==> src/rtl/frame_sequencer.sv <==
// frame_sequencer
// Rotates NUM_BUF frame buffers through three roles: displayed (disp_buf),
// completed-and-queued (pending of them), and being built (draw_buf). It
// sequences the clear and line-drawing engines with start/done pulses, and
// swaps the displayed buffer only on an active vsync edge. A vsync edge with
// nothing queued repeats the old frame and is counted as a drop.
//
// Ports
//   clk, reset   system clock, asynchronous active-high reset
//   vsync        raw vertical sync, asynchronous to clk
//   clr_done     clear engine finished draw_buf (1-cycle pulse)
//   draw_done    draw engine finished the frame (1-cycle pulse)
//   clr_start    start clearing draw_buf (1-cycle pulse)
//   draw_start   start drawing into draw_buf (1-cycle pulse)
//   select       write-port mux: 1 = clear engine, 0 = draw engine
//   disp_buf     buffer index scanned out by video
//   draw_buf     buffer index being cleared/drawn
//   pending      completed buffers not yet displayed
//   frame_drop   vsync edge with no completed frame (1-cycle pulse)
//   drop_cnt     saturating count of frame_drop pulses
//
// state | meaning
// IDLE  | queue full, waiting for a free buffer
// CLEAR | clear engine owns draw_buf
// DRAW  | draw engine owns draw_buf
module frame_sequencer #(
  parameter int NUM_BUF    = 2,
  parameter int BUF_W      = 3,
  parameter int VS_ACT_LOW = 1,
  parameter int CNT_W      = 16
) (
  input  logic             clk,
  input  logic             reset,
  input  logic             vsync,
  input  logic             clr_done,
  input  logic             draw_done,
  output logic             clr_start,
  output logic             draw_start,
  output logic             select,
  output logic [BUF_W-1:0] disp_buf,
  output logic [BUF_W-1:0] draw_buf,
  output logic [BUF_W-1:0] pending,
  output logic             frame_drop,
  output logic [CNT_W-1:0] drop_cnt
);

  typedef enum logic [1:0] {IDLE, CLEAR, DRAW} state_t;

  localparam logic           VS_IDLE = (VS_ACT_LOW != 0);
  localparam logic [BUF_W:0] NB      = (BUF_W+1)'(NUM_BUF);
  localparam logic [BUF_W:0] ONE     = (BUF_W+1)'(1);

  // Index sums never exceed 2*NUM_BUF-1, so one conditional subtract wraps.
  function automatic logic [BUF_W-1:0] wrap(input logic [BUF_W:0] v);
    logic [BUF_W:0] r;
    r = (v >= NB) ? (v - NB) : v;
    return r[BUF_W-1:0];
  endfunction

  state_t           state, state_n;
  logic             vs_s1, vs_s2, vs_s3;
  logic             vs_edge;
  logic             done_draw;
  logic [BUF_W:0]   pend_w;
  logic [BUF_W-1:0] disp_n, draw_n, pend_n;
  logic             clr_n, dstart_n, sel_n, drop_n;
  logic [CNT_W-1:0] cnt_n;

  always_ff @(posedge clk or posedge reset) begin
    if (reset) begin
      vs_s1 <= VS_IDLE;
      vs_s2 <= VS_IDLE;
      vs_s3 <= VS_IDLE;
    end else begin
      vs_s1 <= vsync;
      vs_s2 <= vs_s1;
      vs_s3 <= vs_s2;
    end
  end

  assign vs_edge = (vs_s2 != VS_IDLE) && (vs_s3 == VS_IDLE);

  always_comb begin
    state_n   = state;
    disp_n    = disp_buf;
    drop_n    = 1'b0;
    cnt_n     = drop_cnt;
    done_draw = (state == DRAW) && draw_done;

    // A frame finishing on the swap cycle is counted before the swap, so it
    // can be shown immediately instead of being reported as a drop.
    pend_w = {1'b0, pending} + {{BUF_W{1'b0}}, done_draw};

    if (vs_edge) begin
      if (pend_w != '0) begin
        disp_n = wrap({1'b0, disp_buf} + ONE);
        pend_w = pend_w - ONE;
      end else begin
        drop_n = 1'b1;
        if (drop_cnt != '1) cnt_n = drop_cnt + CNT_W'(1);
      end
    end

    case (state)
      IDLE:    if (({1'b0, pending} + ONE) < NB) state_n = CLEAR;
      CLEAR:   if (clr_done) state_n = DRAW;
      DRAW:    if (draw_done) state_n = ((pend_w + ONE) < NB) ? CLEAR : IDLE;
      default: state_n = IDLE;
    endcase

    pend_n   = pend_w[BUF_W-1:0];
    draw_n   = wrap({1'b0, disp_n} + pend_w + ONE);
    clr_n    = (state_n == CLEAR) && (state != CLEAR);
    dstart_n = (state_n == DRAW) && (state != DRAW);
    sel_n    = (state_n == CLEAR);
  end

  always_ff @(posedge clk or posedge reset) begin
    if (reset) begin
      state      <= IDLE;
      disp_buf   <= '0;
      pending    <= '0;
      draw_buf   <= BUF_W'(1);
      select     <= 1'b0;
      clr_start  <= 1'b0;
      draw_start <= 1'b0;
      frame_drop <= 1'b0;
      drop_cnt   <= '0;
    end else begin
      state      <= state_n;
      disp_buf   <= disp_n;
      pending    <= pend_n;
      draw_buf   <= draw_n;
      select     <= sel_n;
      clr_start  <= clr_n;
      draw_start <= dstart_n;
      frame_drop <= drop_n;
      drop_cnt   <= cnt_n;
    end
  end

endmodule
==> config.mk <==
export PLATFORM = sky130hd
export DESIGN_NAME = frame_sequencer
export DESIGN_NICKNAME = d
export VERILOG_FILES = /design/src/rtl/frame_sequencer.sv
export SDC_FILE = /design/constraint.sdc
export NUM_CORES = 1
export LEC_CHECK = 0
export BUFFER_PORTS_ARGS = -buffer_cell sky130_fd_sc_hd__buf_2
export CAP_MARGIN = 0
export CORE_ASPECT_RATIO = 0.6
export CORE_UTILIZATION = 40
export DETAILED_ROUTE_END_ITERATION = 6
export SLEW_MARGIN = 10
export SYNTH_ARGS = -nofsm -noshare
export SYNTH_HDL_FRONTEND = slang
export SYNTH_SLANG_ARGS = --single-unit
==> constraint.sdc <==
create_clock -name clk -period 8 [get_ports clk]
set_input_delay 2.4 -clock clk [delete_from_list [all_inputs] [get_ports clk]]
set_output_delay 2.4 -clock clk [all_outputs]
set_load 0.01 [all_outputs]
# --- Yosys cells after proc, flatten, opt, wreduce, memory -nomap -nowiden ---
# Cells that the tools add are included.
word_totals:
  regBits: 34
  output_inout_bits: 29
  word_cells: 55
classes:
  addsub: 10
  magnitude_cmp: 4
  eq_ne: 7
  mux: 13
  bitwise_logic: 2
  reduce_logical: 7
op_table:
  columns: ["cell", "n"]
  rows:
  - ["16-bit by 1-bit adder with 16-bit output, second input constant", 1]
  - ["16-bit inequality test, second input constant", 1]
  - ["3-bit 2-to-1 mux", 4]
  - ["3-bit by 1-bit adder with 4-bit output, second input constant", 2]
  - ["4-bit by 1-bit adder with 4-bit output, second input constant", 2]
  - ["4-bit by 2-bit greater-or-equal comparator with 1-bit output, second input constant", 2]
  - ["4-bit by 2-bit less-than comparator with 1-bit output, second input constant", 2]
  - ["4-bit 2-to-1 mux", 2]
  - ["2-bit 2-to-1 mux", 3]
  - ["2-bit one-hot mux with 3 select lines", 1]
  - ["3-bit by 2-bit subtractor with 3-bit output, second input constant", 2]
  - ["3-bit by 1-bit adder with 4-bit output", 1]
  - ["3-bit by 4-bit adder with 4-bit output", 1]
  - ["2-bit by 1-bit equality test with 1-bit output, second input constant", 2]
  - ["2-bit equality test, second input constant", 2]
  - ["1-bit logical AND", 4]
  - ["4-bit nonzero test", 1]
  - ["4-bit by 1-bit subtractor with 4-bit output, second input constant", 1]
  - ["1-bit 2-to-1 mux", 3]
  - ["3-bit AND reduction", 1]
  - ["2-bit zero test", 1]
  - ["2-bit by 1-bit inequality test with 1-bit output, second input constant", 1]
  - ["2-bit inequality test, second input constant", 1]
  - ["1-bit NOT", 2]

# --- Longest topological paths before layout ---
logic_depth:
  depth_word: 13
  ltp_mapped: 16
  depth_no_buf: 16

# --- Worst setup path before layout ---
# No wires, ideal clock.
synth_path:
  kind: "input port to flip-flop"
  startpoint: "in draw_done"
  endpoint: "reg draw_buf[2]"
  arrival_time_ps: 5385
  slack_ps: 2539
  stages: 13
  path_buffers: 0
  path_cell_list: "and3_1 ha_1 ha_1 inv_1 ha_1 nor3b_2 a311oi_2 mux2i_1 inv_1 fa_1 xor2_1 or2_2 o21ai_1"
synth_between:
  elab_chain_cells: 9
  word_cells_on_any_way: 13
  classes_between: "5 x add/sub; 1 x order compare; 5 x mux; 2 x reduce/logical"
synth_rtl:
  columns: ["element", "line_no", "source"]
  rows:
  - ["start: declaration", "36", "input logic draw_done,"]
  - ["1-bit logical AND (*)", "88", "done_draw = (state == DRAW) && draw_done;"]
  - ["3-bit by 1-bit adder with 4-bit output (*)", "92", "pend_w = {1'b0, pending} + {{BUF_W{1'b0}}, done_draw};"]
  - ["4-bit by 1-bit subtractor with 4-bit output or 4-bit nonzero test (tied branches)", "97, 95", null]
  - ["4-bit 2-to-1 mux", "95", "if (pend_w != '0) begin"]
  - ["4-bit 2-to-1 mux (*)", "94", "if (vs_edge) begin"]
  - ["net pend_w[1]", "64", "logic [BUF_W:0] pend_w;"]
  - ["3-bit by 4-bit adder with 4-bit output (*)", "112", "draw_n = wrap({1'b0, disp_n} + pend_w + ONE);"]
  - ["4-bit by 1-bit adder with 4-bit output (*)", "112", null]
  - ["4-bit by 2-bit greater-or-equal comparator with 1-bit output or 3-bit by 2-bit subtractor with 3-bit output (tied branches)", "56", "r = (v >= NB) ? (v - NB) : v;"]
  - ["3-bit 2-to-1 mux (*)", "56", null]
  - ["net draw_n[2]", "65", "logic [BUF_W-1:0] disp_n, draw_n, pend_n;"]
  - ["end signal: assignment", "133", "draw_buf <= draw_n;"]
  - ["end: declaration", "41", "output logic [BUF_W-1:0] draw_buf,"]
# The timed path passes the listed nets; every way through them passes the cells marked *.
# A chain may end at the register's enable or synchronous reset.

# --- Worst setup path after layout ---
# Ends and elaborated chain as after synthesis.

==> reports/metrics.cfg <==
[clocking]
path_clk_slew_ns=0.06
cts_hold_buffers=0
clock-root-buffer=clkbuf_8
cts_max_path_buffers=2
clock_latency_ns=0.28
cts_resized=0
cts_tree=built
h-tree-depth=2
post_cts_buffers=0
cts_inserted_buffers=5
clock_sinks=34

[pwr]
power_mw=0.801
power_density_nw_per_um2=373
p_clk_frac=0.147
power_switching_share=0.414
seq_power_share=0.338
power.switching_mw=0.331
p_leak_nw=1.09
p_int_mw=0.469
combPwrFrac=0.515
irDropWorstVdd_v=0.000142

[layout]
drive_above_1_share=0.250
fin_cells=272
fin_util=0.504
final_cell_mix=buf_2 (33), dfrtp_1 (30), inv_1 (16), xnor2_1 (15), nand2_1 (12)
num-nets-final=228
n_antenna_cell=0
final_common_cell=buf_2
final_area_sq_um=2150
area_delta_synth_final_pct=17.0

[logic_synthesis]
ys_seq_area_frac=0.466
synth_nets=189
ys_types=43
synth.avg_cell_area_sq_um=10.7
yosys_warnings=0
yosys.area.top_type=dfrtp_1
ys_ff_latch=34
synth_top_area_frac=0.409
syn_area_sq_um=1840
async_flop_share=1.00
netlist_instances=172
synth_area_leaders=dfrtp_1 (41%), ha_1 (7.5%), xnor2_1 (7.2%), dfstp_2 (5.7%), xor2_1 (3.3%)
synth_ff_type=dfrtp_1
synth_edf_count=0

[grt]
grt_overflow=0
grtUsageMet2=0.248
grt_util_all_layers=0.165
antenna_found_initial=0
grt_pass1_wl_mm=5.77
grt_pass1_vias=1281
grt-busiest-layer=met2
met1_usage=0.228
grt_max_degree=35
use_met3=0.0452

[placement]
io_buffers=33
place_hpwl_mm=2.70
place_congestion=0.841
dp_slack_ns=2.05
dpl.cell_count=264
postPlaceCellArea_sq_um=2070

[sta]
fin_hold_ws_ns=0.359
worstMarginPinSlew_ns=0.530
setup_tns_ns=0
slew_headroom=0.637
hold_violations=0
period_minus_slack_ns=5.69
maxSlewViolCount=0
fmax_mhz=176
rsz0062_at_grt=no
finalSetupViolCount=0
finalWorstSetupSlack_ns=2.31
finalCritPeriodShare=0.711
finalClockSkew_ns=0.00483

[worst_setup_path]
ff2ff_path_depth=14
r2r-end=draw_buf[2]$_DFF_PP0_
rr_startpoint=state[0]$_DFF_PP0_
critical_path.endpoint_type=flip-flop
worst-path-max-fanout=8
crit_type=input pin to flip-flop
worstPathArrival_ns=5.90
cp_data_required_time_ns=8.21
reg2reg_setup_slack_ns=4.01
start_kind=input pin

[floorplan]
io_pins=34
rows=18
die_h_um=54.5
initial_utilization=0.431
core_area_sq_um=4260
die_x_um=89.5
design.die.area_sq_um=4870

[status]
status=finished clean

[route]
drtAntennaViolNets=0
drc=0
wl_per_cell_um=13.1
wirelength_mm=3.57
routed_via_density=5.17
num_vias=1405
drt_iter0_drc=90
first_pass_iters=4

[hold_path]
hold_end=vs_s2$_DFF_PP1_
worst_hold_startpoint=vs_s1$_DFF_PP1_
holdCritPathClass=flip-flop to flip-flop
hold_depth=0

[job]
cap_violations=0

## cells in the mapped netlist (2+ instances only)
cell / number
xor2_1: 7
a21o_1: 2
mux2i_1: 3
nand3_1: 9
dfrtp_1: 30
nand4_1: 5
ha_1: 11
o21ai_0: 6
nand2_1: 12
o21ai_1: 3
a31o_2: 2
nor2_1: 7
nand3b_1: 2
and4_1: 3
nor4b_1: 2
dfstp_2: 4
and2_1: 2
a21oi_1: 3
and3_1: 6
inv_1: 16
xnor2_1: 15
## power groups by stage
stage | Sequential (mW) | Clock (mW) | Combinational (mW)
after floorplan | 0.278 | 0 | 0.302
after global placement | 0.269 | 0 | 0.397
after detailed placement | 0.274 | 0 | 0.411
after CTS | 0.271 | 0.122 | 0.415
after global routing | 0.280 | 0.130 | 0.472
final | 0.271 | 0.117 | 0.412
## kinds of logic after synthesis
kind of cell    after synthesis  share of synthesized area
xor+xnor                     22                      0.105
compound gates               28                      0.112
buf+inv                      18                     0.0416
simple gates                 55                      0.172
mux                           3                     0.0164
flops                        34                      0.466
fa+ha+maj                    12                     0.0859
## worst max-delay path, cell delays in order
cell	delay, ns
buf_2	0.11
and3_1	0.16
ha_1	0.23
ha_1	0.31
inv_1	0.06
ha_1	0.27
nor3b_2	0.20
a311oi_2	0.49
mux2i_1	0.55
inv_1	0.13
fa_1	0.45
xor2_1	0.19
or2_2	0.28
o21ai_1	0.08
## state kept, by name (all words and copies together) (netlist names)
register / flops
drop_cnt: 16
vs_s3: 1
clr_start: 1
frame_drop: 1
vs_s2: 1
select: 1
vs_s1: 1
state: 2
pending: 3
draw_buf: 3
disp_buf: 3
draw_start: 1
## layer usage
metal / share of wire / up-vias
met3: 0.052 / 5
met5: 0 / -
met4: 0.0095 / 0
li1: - / 682
met2: 0.42 / 41
met1: 0.52 / 677
## worst max-delay path by stage
| stage | cells after the start | slack, ns | startpoint | end |
|---|---|---|---|---|
| after floorplan | 13 | 2.54 | draw_done | draw_buf[2]$_DFF_PP0_ |
| after global placement | 14 | 2.20 | draw_done | draw_buf[2]$_DFF_PP0_ |
| after detailed placement | 14 | 2.05 | draw_done | draw_buf[2]$_DFF_PP0_ |
| after CTS | 14 | 2.30 | draw_done | draw_buf[2]$_DFF_PP0_ |
| after global routing | 14 | 2.08 | draw_done | draw_buf[2]$_DFF_PP0_ |
| final | 14 | 2.31 | draw_done | draw_buf[2]$_DFF_PP0_ |
## cell type report
cell class                      instances  area (sq um)
Fill cell                             375          2110
Tap cell                               60          75.1
Multi-Input combinational cell        120           903
Timing Repair Buffer                   34           173
Clock buffer                            8          80.1
Inverter                               16          60.1
Sequential cell                        34           856
No activity file was read; power rests on OpenSTA's default activity.
